**src/rtl/mem_unit_pkg.sv**
```systemverilog
// rtl/mem_unit_pkg.sv - shared types and constants for the WISC-S15 memory stage
package mem_unit_pkg;

    typedef enum logic {
        IDLE   = 1'b0,
        ACCESS = 1'b1
    } mem_state_t;

    typedef struct packed {
        logic        valid;
        logic [3:0]  rd;
        logic [15:0] data;
        logic        reg_write;
        logic        ret;
    } mem_wb_t;

    localparam int TIMEOUT_DEFAULT = 15;

endpackage

```
**src/rtl/mem_wb_reg.sv**
```systemverilog
// rtl/mem_wb_reg.sv - MEM/WB pipeline register with synchronous clear
module mem_wb_reg
    import mem_unit_pkg::*;
(
    input  logic    clk,
    input  logic    rst,
    input  mem_wb_t d,
    output mem_wb_t q
);

    always_ff @(posedge clk) begin
        if (rst) begin
            q <= '0;
        end else begin
            q <= d;
        end
    end

endmodule

```
**src/rtl/mem_unit.sv**
```systemverilog
// rtl/mem_unit.sv - memory stage: req/ack data memory FSM, stall, timeout, MEM/WB register
module mem_unit
    import mem_unit_pkg::*;
#(
    parameter int TIMEOUT = TIMEOUT_DEFAULT
) (
    input  logic        clk,
    input  logic        rst,
    input  logic        valid_in,
    input  logic        mem_to_reg_in,
    input  logic        reg_to_mem_in,
    input  logic        ret_future_in,
    input  logic [3:0]  reg_rd_in,
    input  logic [15:0] alu_result,
    input  logic [15:0] store_data,
    output logic        mem_req,
    output logic        mem_we,
    output logic [15:0] mem_addr,
    output logic [15:0] mem_wdata,
    input  logic [15:0] mem_rdata,
    input  logic        mem_ack,
    output logic        mem_stall,
    output logic        wb_valid,
    output logic [3:0]  wb_reg_rd,
    output logic [15:0] wb_data,
    output logic        wb_reg_write,
    output logic        ret_wb,
    output logic [15:0] PC_stack_pointer,
    output logic        mem_err
);

    localparam logic [3:0] TIMEOUT_CNT = 4'(TIMEOUT);

    mem_state_t  state, next_state;
    logic [3:0]  cnt;
    logic [15:0] addr_q, wdata_q;
    logic        is_store_q, is_ret_q;
    logic [3:0]  rd_q;
    logic        memop, complete, timeout, stall;
    mem_wb_t     wb_d, wb_q;

    assign memop = valid_in & (mem_to_reg_in | reg_to_mem_in | ret_future_in);

    always_comb begin
        next_state = state;
        stall      = 1'b0;
        complete   = 1'b0;
        timeout    = 1'b0;
        wb_d       = '0;
        case (state)
            IDLE: begin
                if (memop) begin
                    stall      = 1'b1;
                    next_state = ACCESS;
                end else if (valid_in) begin
                    wb_d.valid     = 1'b1;
                    wb_d.rd        = reg_rd_in;
                    wb_d.data      = alu_result;
                    wb_d.reg_write = 1'b1;
                end
            end
            ACCESS: begin
                // An ack arriving on the timeout cycle still counts as a real completion
                timeout  = !mem_ack && (cnt == TIMEOUT_CNT);
                complete = mem_ack || timeout;
                stall    = !complete;
                if (complete) begin
                    next_state = IDLE;
                    wb_d.valid = 1'b1;
                    wb_d.rd    = rd_q;
                    if (!is_store_q) begin
                        wb_d.data = mem_ack ? mem_rdata : 16'h0000;
                        if (is_ret_q) begin
                            wb_d.ret = 1'b1;
                        end else begin
                            wb_d.reg_write = 1'b1;
                        end
                    end
                end
            end
            default: next_state = IDLE;
        endcase
    end

    always_ff @(posedge clk) begin
        if (rst) begin
            state      <= IDLE;
            cnt        <= 4'd0;
            addr_q     <= 16'h0000;
            wdata_q    <= 16'h0000;
            is_store_q <= 1'b0;
            is_ret_q   <= 1'b0;
            rd_q       <= 4'd0;
            mem_err    <= 1'b0;
        end else begin
            state <= next_state;
            if (state == IDLE && memop) begin
                addr_q     <= alu_result;
                wdata_q    <= store_data;
                is_store_q <= reg_to_mem_in;
                is_ret_q   <= ret_future_in & ~reg_to_mem_in;
                rd_q       <= reg_rd_in;
                cnt        <= 4'd0;
            end else if (state == ACCESS) begin
                cnt <= complete ? 4'd0 : cnt + 4'd1;
            end
            if (timeout) begin
                mem_err <= 1'b1;
            end
        end
    end

    mem_wb_reg u_mem_wb_reg (
        .clk (clk),
        .rst (rst),
        .d   (wb_d),
        .q   (wb_q)
    );

    assign mem_req          = (state == ACCESS);
    assign mem_we           = (state == ACCESS) & is_store_q;
    assign mem_addr         = addr_q;
    assign mem_wdata        = wdata_q;
    assign mem_stall        = stall;
    assign wb_valid         = wb_q.valid;
    assign wb_reg_rd        = wb_q.rd;
    assign wb_reg_write     = wb_q.reg_write;
    assign ret_wb           = wb_q.ret;
    // A return's popped address travels in the data field but leaves only via PC_stack_pointer
    assign wb_data          = wb_q.ret ? 16'h0000 : wb_q.data;
    assign PC_stack_pointer = wb_q.ret ? wb_q.data : 16'h0000;

endmodule

```
**config.mk**
```make
export PLATFORM = sky130hd
export DESIGN_NAME = mem_unit
export DESIGN_NICKNAME = d
export VERILOG_FILES = /design/src/rtl/mem_unit_pkg.sv /design/src/rtl/mem_wb_reg.sv /design/src/rtl/mem_unit.sv
export SDC_FILE = /design/constraint.sdc
export NUM_CORES = 1
export LEC_CHECK = 0
export ABC_AREA = 1
export CAP_MARGIN = 30
export CORE_MARGIN = 2
export CORE_UTILIZATION = 38
export CTS_CLUSTER_DIAMETER = 40
export CTS_CLUSTER_SIZE = 12
export DETAILED_ROUTE_END_ITERATION = 7
export PLACE_DENSITY = 0.84
export SYNTH_ARGS = -nofsm -noshare
export SYNTH_HDL_FRONTEND = slang
export SYNTH_HIERARCHICAL = 1
export SYNTH_SLANG_ARGS = --single-unit
export TNS_END_PERCENT = 1
```
**constraint.sdc**
```tcl
create_clock -name clk -period 1.2 [get_ports clk]
set_input_delay 0.24 -clock clk [delete_from_list [all_inputs] [get_ports clk]]
set_output_delay 0.24 -clock clk [all_outputs]
set_load 0.1 [all_outputs]
```
==> summary.md <==
| Metric | Value |
|---|---|
| Outcome | finished with violations |
| Failing checks | setup timing |
| Relative slew slack | 81.7% |
| H-Tree Depth | 3 |
| Total vias in the final route | ~3500 |
| First-pass GRT wire length | 17800 um |
| Vias in the first global route | 3524 |
| Synthesized area | 0.00297 mm2 |
| Share of layout cells above drive strength 1 | 35.6% |
| Hold WS | about 0.28 ns |
| Leak | 2.32 nW |
| Netlist cell types | 18 |
| Syn Nets | 490 |
| Initial DRC count | approximately 270 |
| Global route overflow | 0 |
| Worst vdd ir | 0.691 mV |
| Number of buffers and inverters on the critical path | 3 |
| CP most frequent cell | buf_12 |
| GR Util met1 | 29.8% |
| Design Power | 0.00615 W |
| WL final | 11300 um |
| Pwr dens | 1030 mW/mm2 |
| TritonCTS clock tree | yes |
| Slowest library cell on the worst path | dfxtp_4 |
| Post-Syn Instances | 430 |
| Syn Area/Cell | 6.92 um2 |
| Largest net degree at the start of global routing | 44 |
| Cts hold-fix bufs | 0 |
| Synth top area share | approximately 45% |
| CP peak stage delay | 0.45 ns |
| Total track usage | around a quarter |
| Met2 usage | 47.3% |
| Die Area | 0.00855 mm2 |
| WP data arrival | approximately 1.3 ns |
| Max_cap viols | 0 |
| Worst-path cell chain | buf_12 > nand2_2 > clkinvlp_4 > buf_12 |
| Fmax | about 660 MHz |
| Worst Slack Setup Final | -0.320 ns |
| Routed WL per cell | 16.6 um |
| Dominant synthesized flop cell | dfxtp_1 |
| Min-Delay Path Class | input pin to flip-flop |
| Minimum clock period | 1.52 ns |
| Detailed Place HPWL | 7560 um |
| RSZ-0062 raised after global routing | true |
| Crit path max-delay family | flip-flops |
| Critical Path Start Type | flip-flop |
| IO Pins | 134 |
| Worst-Skew Late Latency | 0.34 ns |
| Area grow syn2layout | 100% |
| Antenna Violating Nets Remaining | 0 |
| Synth top cells by count | 83 x inv_1, 70 x nand2_1, 67 x dfxtp_1 |
| Routability cong. | between 0.8 and 0.9 |
| Synth area leaders | dfxtp_1 45%, nand3_1 11%, inv_1 10% |
| Clock transition at path regs | 0.07 ns |
| # DRC | 0 |
| Die height | 92.5 um |
| Ratio of final minimum period to clock period | 127% |
| Diode count | 0 |
| Area of the core | roughly 0.0076 mm2 |
| Clock Root Buffer | clkbuf_8 |
| TNS Setup | -10.09 ns |
| Port bufs | between 100 and 150 |
| Initial core utilization | 38.9% |
| Initial antenna violation count | 0 |
| Crit Path Max Fanout | 8 |
| Critical Path End Type | output port |
| Final Hold Viols | 0 |
| Tightest Pin Transition | 0.275 ns |
| DR pass1 iterations | 5 |
| Layout Skew | ~0.0086 ns |
| Num rows | 32 |
| CTS sink cnt | 67 |
| Met3 Use GR | 5.29% |
| Ys async rst share | 0% |
| Final setup viols | 50 |
| Final Cell Area | 0.00596 mm2 |
| Drt via density | slightly above 5 |
| Pins Over Slew Limit | 0 |
| Die W | 92.5 um |
| Cell taking the most area after synthesis | dfxtp_1 |
| Placed Area | 0.00545 mm2 |
| Setup Crit Path Kind | flip-flop to output port |
| Most frequent cell after synthesis | inv_1 |
| Number of synthesized flops with an enable pin | 0 |
| Post-synthesis sequential area ratio | between 40% and 50% |
| Final nets | ~640 |
| Top Usage Layer GRT | met2 |
| Register bit count reported by yosys | 67 |
| Worst endpoint required time | about 0.96 ns |
| Longest Clk Path Bufs | 2 |
| Synth warn | 6 |
| CTS buffer count | 9 |
| Utilization after layout | 77.9% |
## sequential cells by signal, summed over array words and instances (netlist names)
| register | flops |
|---|---|
| mem_wdata | 16 |
| cnt | 4 |
| u_mem_wb_reg/q | 23 |
| is_ret_q | 1 |
| mem_addr | 16 |
| mem_err | 1 |
| is_store_q | 1 |
| mem_req | 1 |
| rd_q | 4 |
## report_power, final
group	total, W	internal [W]	switching [W]
clock	0.00188	0.00107	0.000809
combinational	0.00183	0.000720	0.00111
sequential	0.00244	0.00233	0.000111
## path summary, 6_finish.rpt
kind / slack [ns] / start / depth (start not counted) / to
hold reg to reg: 0.48 / rd_q[0] / 2 / rd_q[0]
setup reg to reg: -0.19 / cnt[0] / 9 / u_mem_wb_reg/q[0]
setup / recovery: -0.32 / u_mem_wb_reg/q[0] / 4 / PC_stack_pointer[2]
hold / removal: 0.28 / reg_to_mem_in / 3 / is_ret_q
## logic make-up (layout without fill, tap and decap cells)
family                   Yosys count  after routing  synth area share [%]
buffers and inverters            110            261                  16.3
flip-flops                        67             67                  45.1
AO/OA/AOI/OAI                     65             65                  11.0
adder cells (fa/ha/maj)            1              1                 0.421
AND/OR/NAND/NOR                  187            187                  27.1
## timing repair
action	4_1_cts	5_1_grt
setup endpoints to repair	84	101
buffers inserted	2	1
gates cloned	2	0
resized for setup	54	38
pin swaps	9	4
## area by class of cell
type / count / area [um2]
fillers: 412 / 1690
flip-flops and latches: 67 / 1350
clock buffers: 14 / 163
clock inverters: 2 / 35.0
repair buffers: 162 / 2440
well taps: 102 / 128
inverters: 83 / 368
multi-input cells: 253 / 1480
## cell usage in the layout, fill, tap and decap left out, types with 2 or more instances in the layout
| master | synthesis | final |
|---|---|---|
| nor2_2 | 0 | 2 |
| clkbuf_1 | 7 | 3 |
| buf_12 | 0 | 80 |
| a21oi_1 | 42 | 28 |
| buf_16 | 0 | 2 |
| clkinvlp_4 | 0 | 15 |
| inv_1 | 83 | 65 |
| clkbuf_8 | 0 | 11 |
| dfxtp_2 | 0 | 4 |
| buf_6 | 6 | 8 |
| inv_2 | 0 | 3 |
| nand2_4 | 0 | 6 |
| nor2_4 | 0 | 17 |
| nand3_1 | 64 | 62 |
| o21ai_0 | 22 | 4 |
| buf_4 | 4 | 13 |
| clkdlybuf4s50_1 | 0 | 55 |
| nand2_2 | 1 | 16 |
| nor2_1 | 49 | 30 |
| dfxtp_1 | 67 | 61 |
| nand2_1 | 70 | 48 |
| a21oi_2 | 0 | 14 |
| o21ai_2 | 0 | 4 |
| dfxtp_4 | 0 | 2 |
| o21ai_1 | 0 | 14 |
## worst register-to-register path, stage by stage (launching register included)
cell	delay [ns]
dfxtp_2	0.35
ha_4	0.15
nand3_4	0.09
buf_6	0.15
nand2_4	0.07
buf_4	0.13
nand3_1	0.12
nor2_2	0.12
inv_1	0.05
nor2_1	0.10
## through the flow
stage / setup slack (ns) / std cells
after floorplan: -0.282 / 430
after global placement: -0.369 / 662
after detailed placement: -0.494 / 662
after CTS: -0.327 / 682
after global routing: -0.364 / 683
final: -0.320 / 683
## routing by layer
layer  vias to the layer above  wire (um)
met3                        33        786
met5                         -          0
met2                       187       5930
met4                         0        394
li1                       1618          -
met1                      1644       4230
Note: power is estimated with default switching activity, not from simulation.
